<file path="src/rtl/control_ajuste_reloj_if.sv">
// ---------------------------------------------------------------------------
// control_ajuste_reloj_if
// Groups the button/time-base inputs and the edit-control outputs of the
// calendar-clock edit/run controller.
//
// Signals
//   tick       button side -> controller  one-clk centisecond strobe
//   btn_mode   button side -> controller  debounced level, advance edit field
//   btn_inc    button side -> controller  debounced level, increment field
//   btn_exit   button side -> controller  debounced level, return to run
//   stay       controller -> digit chain  run enable, 1 only in RUN
//   add_field  controller -> digit chain  one-hot inc pulse [0]min..[4]year
//   edit_sel   controller -> display      0 RUN, 1 MIN .. 5 YEAR
//   blink      controller -> display      blink phase for selected field
//
// Modports
//   master  drives tick and buttons, observes the controller outputs
//   slave   the controller itself
// ---------------------------------------------------------------------------
interface control_ajuste_reloj_if;
    logic       tick;
    logic       btn_mode;
    logic       btn_inc;
    logic       btn_exit;
    logic       stay;
    logic [4:0] add_field;
    logic [2:0] edit_sel;
    logic       blink;

    modport master (
        output tick, btn_mode, btn_inc, btn_exit,
        input  stay, add_field, edit_sel, blink
    );

    modport slave (
        input  tick, btn_mode, btn_inc, btn_exit,
        output stay, add_field, edit_sel, blink
    );
endinterface

</file>
<file path="src/rtl/control_ajuste_reloj.sv">
// ---------------------------------------------------------------------------
// control_ajuste_reloj
// Edit/run controller for the calendar-clock digit chain. Gates the chain's
// run enable, selects the field under edit and issues single-clock increment
// pulses to that field only. Range and carry checks live in the digit modules.
//
// Ports
//   clk   system clock, single domain
//   rst   synchronous reset, active-low (0 = reset)
//   bus   control_ajuste_reloj_if.slave (tick, buttons in; stay, add_field,
//         edit_sel, blink out)
//
// Build option
//   AUTOREPEAT_EN  when defined, holding btn_inc in a set state auto-repeats:
//                  first repeat after HOLD_TICKS ticks, then every
//                  REPEAT_TICKS ticks. When undefined only the rising edge
//                  of btn_inc produces a pulse.
//
// State | meaning
// ------+-------------------------------------------------------------
// RUN   | clock running, stay=1, no field selected
// MIN   | editing minutes, add_field[0]
// HOUR  | editing hours,   add_field[1]
// DAY   | editing day,     add_field[2]
// MON   | editing month,   add_field[3]
// YEAR  | editing year,    add_field[4]
// ---------------------------------------------------------------------------
module control_ajuste_reloj #(
    parameter int CNT_W         = 10,
    parameter int HOLD_TICKS    = 50,
    parameter int REPEAT_TICKS  = 20,
    parameter int TIMEOUT_TICKS = 1000,
    parameter int BLINK_TICKS   = 25
) (
    input logic                  clk,
    input logic                  rst,
    control_ajuste_reloj_if.slave bus
);

    typedef enum logic [2:0] {
        RUN  = 3'd0,
        MIN  = 3'd1,
        HOUR = 3'd2,
        DAY  = 3'd3,
        MON  = 3'd4,
        YEAR = 3'd5
    } stateT;

    localparam logic [CNT_W-1:0] CNT_ONE     = CNT_W'(1);
    localparam logic [CNT_W-1:0] TIMEOUT_END = CNT_W'(TIMEOUT_TICKS);
    localparam logic [CNT_W-1:0] BLINK_LAST  = CNT_W'(BLINK_TICKS - 1);

    // Counters compare with == and never wrap, so every terminal value has
    // to be representable in CNT_W bits.
    if (HOLD_TICKS < 1 || REPEAT_TICKS < 1 || BLINK_TICKS < 1 ||
        TIMEOUT_TICKS < 1 || TIMEOUT_TICKS >= (2 ** CNT_W) ||
        HOLD_TICKS > (2 ** CNT_W) || REPEAT_TICKS > (2 ** CNT_W) ||
        BLINK_TICKS > (2 ** CNT_W)) begin : gBadParams
        $error("control_ajuste_reloj: tick parameter out of range for CNT_W");
    end

    stateT            state;
    stateT            nextState;

    logic             btnModeCur, btnModePrev;
    logic             btnIncCur,  btnIncPrev;
    logic             btnExitCur, btnExitPrev;
    logic             modeEdge, incEdge, exitEdge;

    logic [CNT_W-1:0] toCnt;
    logic [CNT_W-1:0] blinkCnt;
    logic             inSet;
    logic             timeoutHit;
    logic             stateChange;
    logic             repeatFire;

    logic             stayQ, stayNext;
    logic [4:0]       addQ, addNext;
    logic             blinkQ;

    assign modeEdge    = btnModeCur & ~btnModePrev;
    assign incEdge     = btnIncCur  & ~btnIncPrev;
    assign exitEdge    = btnExitCur & ~btnExitPrev;
    assign inSet       = (state != RUN);
    assign timeoutHit  = inSet && (toCnt == TIMEOUT_END);
    assign stateChange = (nextState != state);

    // ---------------------------------------------------------------
    // Button history: one register stage, then a previous-value copy.
    // ---------------------------------------------------------------
    always_ff @(posedge clk) begin
        if (!rst) begin
            btnModeCur  <= 1'b0;
            btnModePrev <= 1'b0;
            btnIncCur   <= 1'b0;
            btnIncPrev  <= 1'b0;
            btnExitCur  <= 1'b0;
            btnExitPrev <= 1'b0;
        end else begin
            btnModeCur  <= bus.btn_mode;
            btnModePrev <= btnModeCur;
            btnIncCur   <= bus.btn_inc;
            btnIncPrev  <= btnIncCur;
            btnExitCur  <= bus.btn_exit;
            btnExitPrev <= btnExitCur;
        end
    end

    // ---------------------------------------------------------------
    // Auto-repeat hold counter
    // ---------------------------------------------------------------
`ifdef AUTOREPEAT_EN
    localparam logic [CNT_W-1:0] HOLD_LAST   = CNT_W'(HOLD_TICKS - 1);
    localparam logic [CNT_W-1:0] REPEAT_LAST = CNT_W'(REPEAT_TICKS - 1);

    logic [CNT_W-1:0] holdCnt;
    logic             repeating;

    // repeating=0 measures the initial hold delay, repeating=1 the
    // interval between subsequent repeats; the counter restarts at each.
    assign repeatFire = inSet && btnIncCur && bus.tick &&
                        (repeating ? (holdCnt == REPEAT_LAST)
                                   : (holdCnt == HOLD_LAST));

    always_ff @(posedge clk) begin
        if (!rst) begin
            holdCnt   <= '0;
            repeating <= 1'b0;
        end else if (!inSet || !btnIncCur || stateChange) begin
            holdCnt   <= '0;
            repeating <= 1'b0;
        end else if (bus.tick) begin
            if (repeatFire) begin
                holdCnt   <= '0;
                repeating <= 1'b1;
            end else begin
                holdCnt   <= holdCnt + CNT_ONE;
            end
        end
    end
`else
    assign repeatFire = 1'b0;
`endif

    // ---------------------------------------------------------------
    // FSM: state register
    // ---------------------------------------------------------------
    always_ff @(posedge clk) begin
        if (!rst) begin
            state <= RUN;
        end else begin
            state <= nextState;
        end
    end

    // ---------------------------------------------------------------
    // FSM: next state. Priority exit > mode > inc; a lower-priority edge
    // arriving in the same cycle is dropped. An increment (edge or repeat)
    // in the timeout cycle restarts the count instead of leaving set mode.
    // ---------------------------------------------------------------
    always_comb begin
        nextState = state;
        if (state == RUN) begin
            if (modeEdge && !exitEdge) begin
                nextState = MIN;
            end
        end else if (exitEdge) begin
            nextState = RUN;
        end else if (modeEdge) begin
            nextState = (state == YEAR) ? RUN : stateT'(state + 3'd1);
        end else if (timeoutHit && !incEdge && !repeatFire) begin
            nextState = RUN;
        end
    end

    // ---------------------------------------------------------------
    // FSM: outputs, computed from the transition so they register in
    // the same edge as the state. No increment on a state change.
    // ---------------------------------------------------------------
    always_comb begin
        stayNext = (nextState == RUN);
        addNext  = 5'b00000;
        if (inSet && !stateChange && (incEdge || repeatFire)) begin
            addNext = 5'b00001 << (state - 3'd1);
        end
    end

    always_ff @(posedge clk) begin
        if (!rst) begin
            stayQ <= 1'b0;
            addQ  <= 5'b00000;
        end else begin
            stayQ <= stayNext;
            addQ  <= addNext;
        end
    end

    // ---------------------------------------------------------------
    // Inactivity timeout: saturates at TIMEOUT_TICKS, restarts on any
    // button edge, on repeat pulses and on entering a state.
    // ---------------------------------------------------------------
    always_ff @(posedge clk) begin
        if (!rst) begin
            toCnt <= '0;
        end else if (!inSet || stateChange || modeEdge || incEdge ||
                     exitEdge || repeatFire) begin
            toCnt <= '0;
        end else if (bus.tick && (toCnt != TIMEOUT_END)) begin
            toCnt <= toCnt + CNT_ONE;
        end
    end

    // ---------------------------------------------------------------
    // Blink: starts visible on entry to every set state, toggles each
    // BLINK_TICKS ticks, held off in RUN.
    // ---------------------------------------------------------------
    always_ff @(posedge clk) begin
        if (!rst) begin
            blinkQ   <= 1'b0;
            blinkCnt <= '0;
        end else if (nextState == RUN) begin
            blinkQ   <= 1'b0;
            blinkCnt <= '0;
        end else if (stateChange) begin
            blinkQ   <= 1'b1;
            blinkCnt <= '0;
        end else if (bus.tick) begin
            if (blinkCnt == BLINK_LAST) begin
                blinkQ   <= ~blinkQ;
                blinkCnt <= '0;
            end else begin
                blinkCnt <= blinkCnt + CNT_ONE;
            end
        end
    end

    assign bus.stay      = stayQ;
    assign bus.add_field = addQ;
    assign bus.edit_sel  = state;
    assign bus.blink     = blinkQ;

endmodule
</file>
<file path="src/flat_wrapper.sv">
// flat-port wrapper written by rule: the top's interface ports become plain ports
module control_ajuste_reloj_flat 
#(
    parameter int CNT_W         = 10,
    parameter int HOLD_TICKS    = 50,
    parameter int REPEAT_TICKS  = 20,
    parameter int TIMEOUT_TICKS = 1000,
    parameter int BLINK_TICKS   = 25
)
  (clk, rst, bus_tick, bus_btn_mode, bus_btn_inc, bus_btn_exit, bus_stay, bus_add_field, bus_edit_sel, bus_blink);
  control_ajuste_reloj_if bus_i ();
  input logic clk;
  input logic rst;
  input wire logic [$bits(bus_i.tick)-1:0] bus_tick;
  input wire logic [$bits(bus_i.btn_mode)-1:0] bus_btn_mode;
  input wire logic [$bits(bus_i.btn_inc)-1:0] bus_btn_inc;
  input wire logic [$bits(bus_i.btn_exit)-1:0] bus_btn_exit;
  output wire logic [$bits(bus_i.stay)-1:0] bus_stay;
  output wire logic [$bits(bus_i.add_field)-1:0] bus_add_field;
  output wire logic [$bits(bus_i.edit_sel)-1:0] bus_edit_sel;
  output wire logic [$bits(bus_i.blink)-1:0] bus_blink;
  assign bus_i.tick = bus_tick;
  assign bus_i.btn_mode = bus_btn_mode;
  assign bus_i.btn_inc = bus_btn_inc;
  assign bus_i.btn_exit = bus_btn_exit;
  assign bus_stay = bus_i.stay;
  assign bus_add_field = bus_i.add_field;
  assign bus_edit_sel = bus_i.edit_sel;
  assign bus_blink = bus_i.blink;
  control_ajuste_reloj #(.CNT_W(CNT_W), .HOLD_TICKS(HOLD_TICKS), .REPEAT_TICKS(REPEAT_TICKS), .TIMEOUT_TICKS(TIMEOUT_TICKS), .BLINK_TICKS(BLINK_TICKS)) u_core (.clk(clk), .rst(rst), .bus(bus_i));
endmodule
</file>
<file path="config.mk">
export PLATFORM = sky130hd
export DESIGN_NAME = control_ajuste_reloj_flat
export DESIGN_NICKNAME = d
export VERILOG_FILES = /design/src/rtl/control_ajuste_reloj_if.sv /design/src/rtl/control_ajuste_reloj.sv /design/src/flat_wrapper.sv
export SDC_FILE = /design/constraint.sdc
export NUM_CORES = 1
export LEC_CHECK = 0
export ABC_CLOCK_PERIOD_IN_PS = 2900
export CORE_MARGIN = 4
export CORE_UTILIZATION = 45
export DETAILED_ROUTE_END_ITERATION = 12
export PLACE_DENSITY = 0.69
export SLEW_MARGIN = 20
export SYNTH_ARGS = -nofsm -noshare
export SYNTH_HDL_FRONTEND = slang
export SYNTH_SLANG_ARGS = --single-unit
</file>
<file path="constraint.sdc">
create_clock -name clk -period 2.9 [get_ports clk]
set_input_delay 0.29 -clock clk [delete_from_list [all_inputs] [get_ports clk]]
set_output_delay 0.29 -clock clk [all_outputs]
set_load 0.005 [all_outputs]
</file>
======== Word-level counts from Yosys, hierarchy flattened ========
Index checks and enable logic that the tools add are counted.
storage, ports and cells
  register bits ........................... 36
  input bits .............................. 6
  output and inout port bits .............. 10
  word-level logic and storage cells ...... 64
operators by class
  add/subtract/negate cells ............... 4
  equal/unequal tests ..................... 5
  shifts and indexed selects .............. 1
  muxes and demuxes ....................... 10
  bitwise operators ....................... 8
  reductions and logical operators ........ 24
operator list
  cell                                                   number
  adder 10 x 1 -> 10 bit (second input constant)         2
  2-to-1 mux 3 bit                                       6
  equality test 10 bit (second input constant)           1
  equality test 10 x 5 -> 1 bit (second input constant)  1
  2-to-1 mux 10 bit                                      1
  inequality test 10 bit (second input constant)         1
  logical AND 1 bit                                      6
  zero test 3 bit                                        2
  inverter 1 bit                                         5
  << shifter 1 x 3 -> 5 bit (first input constant)       1
  zero test 1 bit                                        4
  logical OR 1 bit                                       4
  AND reduction 2 bit                                    2
  nonzero test 2 bit                                     2
  OR reduction 2 bit                                     2
  adder 3 x 1 -> 3 bit (second input constant)           1
  bitwise AND 1 bit                                      3
  equality test 3 bit (second input constant)            1
  2-to-1 mux 1 bit                                       3
  inequality test 3 bit                                  1
  nonzero test 3 bit                                     1
  OR reduction 3 bit                                     1
  subtractor 3 x 1 -> 3 bit (second input constant)      1

======== Depth between registers and ports, before layout ========
  depth after elaboration ................. 14
  mapped depth ............................ 10
  mapped depth without buffers ............ 7

======== Worst setup path before layout ========
OpenSTA, ideal clock, no wires.
  kind .................................... register -> register
  start ................................... register u_core.state[1] (netlist: u_core.bus.edit_sel[1])
  end ..................................... register u_core.addQ[0] (netlist: u_core.bus.add_field[0])
  library setup time ...................... 0.127 ns
  arrival time ............................ 2.116 ns
  required time ........................... 2.773 ns
  setup slack ............................. 0.657 ns
  stages on the path, launching flop included .. 11
  path buffers ............................ 3
  clock period less this slack ............ 2.243 ns
  cells stage by stage .................... dfxtp_1 -> clkbuf_1 -> inv_1 -> ha_1 -> buf_2 -> mux2_2 -> nor4_1 -> o31ai_4 -> nand3_2 -> buf_2 -> nor4_1
on the way
  word-level cells in the longest chain between the ends .. 12
  elaborated cells between the ends (all ways) .. 19
  those cells by class .................... 2 x add/sub; 2 x eq/ne; 1 x shift; 6 x mux; 8 x reduce/logical
ends and longest elaborated chain
  what                                                           RTL line                     text
  start, declared                                                control_ajuste_reloj.sv:62   stateT state;
  start signal, assigned                                         control_ajuste_reloj.sv:152  state <= nextState;
  branches (longest 12 deep; another with adder 3 x 1 -> 3 bit)  -
  end signal, assigned                                           control_ajuste_reloj.sv:194  addQ <= addNext;
  end, declared                                                  control_ajuste_reloj.sv:78   logic [4:0] addQ, addNext;
Several ways; the timed one is not identified.
A chain may end at the register's enable or synchronous reset.

======== Final worst setup path ========
  start ................................... register u_core.state[0] (netlist: u_core.bus.edit_sel[0])
  end ..................................... register u_core.addQ[0] (netlist: u_core.bus.add_field[0])
Same word-level chain as after synthesis.

==> results.py <==
metrics = {
    "pwr": {
        "peakVddDrop_v": 0.000334,
        "p_leak_uw": 0.000797,
        "power_density_nw_per_um2": 462,
    },
    "finish": {
        "diodes": 0,
        "final_layout_size_suffix_gt1_share_pct": 7.38,
        "finalNetCount": 259,
        "syn_to_final_growth_pct": 14.7,
        "fin_area_sq_um": 2200,
        "n_fill_cell": 384,
        "multi_input_area_sq_um": 1110,
        "seq_area_sq_um": 721,
    },
    "synth": {
        "synth_common_cells": "36 x dfxtp_1, 26 x nor2_1, 17 x nand2_1, 16 x nor4_1, 15 x a21oi_1",
        "synth_nets": 243,
        "syn-cell-area_sq_um": 1920,
        "synthCells": 227,
        "synth_top_cell_by_area": "dfxtp_1",
        "syn_area_per_cell_sq_um": 8.46,
        "ys_async_sr_fraction_pct": 0,
        "synth_edf_count": 0,
        "ys.flop_type": "dfxtp_1",
        "synth_top_area_share_pct": 37.5,
        "ys_warn_count": 0,
        "synth.ff_latch_count": 36,
        "ys_types": 45,
        "synth-seq-area-share_pct": 37.5,
        "yosysMostFrequentCell": "dfxtp_1",
        "synth.area.top_cells": "dfxtp_1 38%, ha_1 6.5%, nor4_1 5.2%",
    },
    "timing": {
        "rsz0062_at_grt": "false",
        "period_needed_ns": 2.31,
        "fin_tns_setup_ns": 0,
        "finClkSkew_ns": 0.00994,
        "worst_slew_pin_slew_ns": 0.773,
        "setup_violations": 0,
        "slew_viol_final": 0,
        "period_share_pct": 79.6,
        "slew_headroom_pct": 48.1,
        "final-hold-violation-count": 0,
        "fmax_mhz": 433,
    },
    "grt": {
        "grt_pass1_vias": 1501,
        "track_usage_pct": 15.6,
        "grt_pass1_wl_microns": 6600,
        "grt_antenna_before_repair": 0,
        "overflow": 0,
        "grt_start_max_net_pins": 16,
    },
    "detailed_routing": {
        "drtAntennaViolNets": 0,
        "wirelength_microns": 3800,
        "vias": 1619,
        "drc": 0,
        "viasPerCell": 5.51,
        "first_pass_iters": 4,
        "wl_per_cell_microns": 12.9,
        "drt_iter0_markers": 109,
    },
    "cts": {
        "cts_buffers": 5,
        "root_buffer": "clkbuf_8",
        "clock_sinks": 36,
        "clk_pin_slew_worst_paths_ns": 0.07,
        "clockBufferDepth": 2,
        "cts_tree": "built",
        "clk_latency_ns": 0.29,
        "cts_resized": 0,
        "cts_htree_levels": 2,
        "cts_setup_buffers": 0,
        "cts_hold_buffers": 0,
    },
    "job": {
        "drv_cap": 0,
    },
    "floorplan": {
        "core_area_sq_um": 4060,
        "std_cell_rows": 23,
        "die_h_microns": 73.3,
        "start_util_pct": 47.3,
        "ioPinCount": 16,
        "dieArea_sq_um": 5370,
        "fp.dieW_microns": 73.3,
    },
    "critical_path": {
        "worstSetupPathType": "flop to flop",
        "cp_data_arrival_time_ns": 2.50,
        "endpoint_kind": "flop",
        "rrSetupSlack_ns": 0.59,
        "critPathRequiredTime_ns": 3.09,
        "cp_max_fo": 15,
        "start_kind": "flop",
    },
    "placement": {
        "portBuffers": 15,
        "dp_hpwl_microns": 2700,
        "place_congestion": 0.943,
        "place_area_sq_um": 2110,
    },
    "run_status": {
        "status": "finished, final reports clean",
    },
    "hold_path": {
        "hold_path.class": "flop to flop",
    },
}
registers in the layout, indices dropped and copies added, names as in the netlist, 3 cells and up:
register and count:
u_core.bus.edit_sel 3, u_core.toCnt 10, u_core.blinkCnt 10, u_core.bus.add_field 5
metal layers:
layer	share of wire (%)	track usage (%)	up-vias	wire, microns
li1	-	-	832	-
met1	49	19.9	753	1850
met2	46	24.6	30	1730
met3	4.2	4.10	4	160
met4	1.3	7.24	0	51
met5	0	0	-	0
worst paths after layout:
check,from,to,cells past startpoint
setup / recovery,u_core.bus.edit_sel[0],u_core.bus.add_field[0],7
hold / removal,u_core.btnIncCur,u_core.btnIncPrev,1
setup reg to reg,u_core.bus.edit_sel[0],u_core.bus.add_field[0],7
hold reg to reg,u_core.btnIncCur,u_core.btnIncPrev,1
power breakdown:
part | internal [uW] | switching [uW] | leakage (uW)
clock network | 193 | 181 | 0.0000445
logic | 54.1 | 77.5 | 0.000460
registers | 504 | 6.81 | 0.000292
total | 751 | 265 | 0.000797
layout make-up:
| type | count | area share, % |
|---|---|---|
| Multi-Input combinational cell | 172 | 50.6 |
| Sequential cell | 36 | 32.7 |
| Timing Repair Buffer | 18 | 7.85 |
| Clock buffer | 7 | 3.92 |
| Tap cell | 50 | 2.84 |
| Inverter | 10 | 1.71 |
| Clock inverter | 1 | 0.341 |
cell usage in the layout, fill, tap and decap left out, drive strengths merged, types with 5 or more instances in the layout:
master         count
nor3               8
clkbuf             7
and2               7
nor4              16
nand2b             5
xnor2              9
a21oi             15
and3               5
dfxtp             36
nand2             17
nand4              5
clkdlybuf4s50     15
ha                10
nor2              27
inv               10
xor2               7
nand3              9
kinds of logic after synthesis:
group,Yosys count,synth area share (%)
fa+ha+maj,10,6.52
simple gates,112,31.9
flops,36,37.5
buf+inv,19,4.43
compound gates,32,11.1
mux,2,1.11
xor+xnor,16,7.30
critical path: stages (launching register included):
cell and delay [ns]:
dfxtp_1 0.37, inv_1 0.18, ha_1 0.34, nor2b_1 0.34
nor2_1 0.11, o211ai_1 0.16, nand3_2 0.32, nor4_1 0.38
stage by stage:
stage | worst slack (ns) | power [uW] | hold slack (ns) | util, % | instances
floorplan | 0.657 | 619 | 0.417 | - | 227
global placement | 0.675 | 652 | 0.434 | 51.9 | 286
detailed placement | 0.615 | 653 | 0.438 | 51.9 | 286
CTS | 0.585 | 1030 | 0.459 | 54.2 | 294
global route | 0.340 | 1070 | 0.478 | 54.2 | 294
finish | 0.590 | 1020 | 0.460 | 54.2 | 294
(Power assumes the default switching activity.)
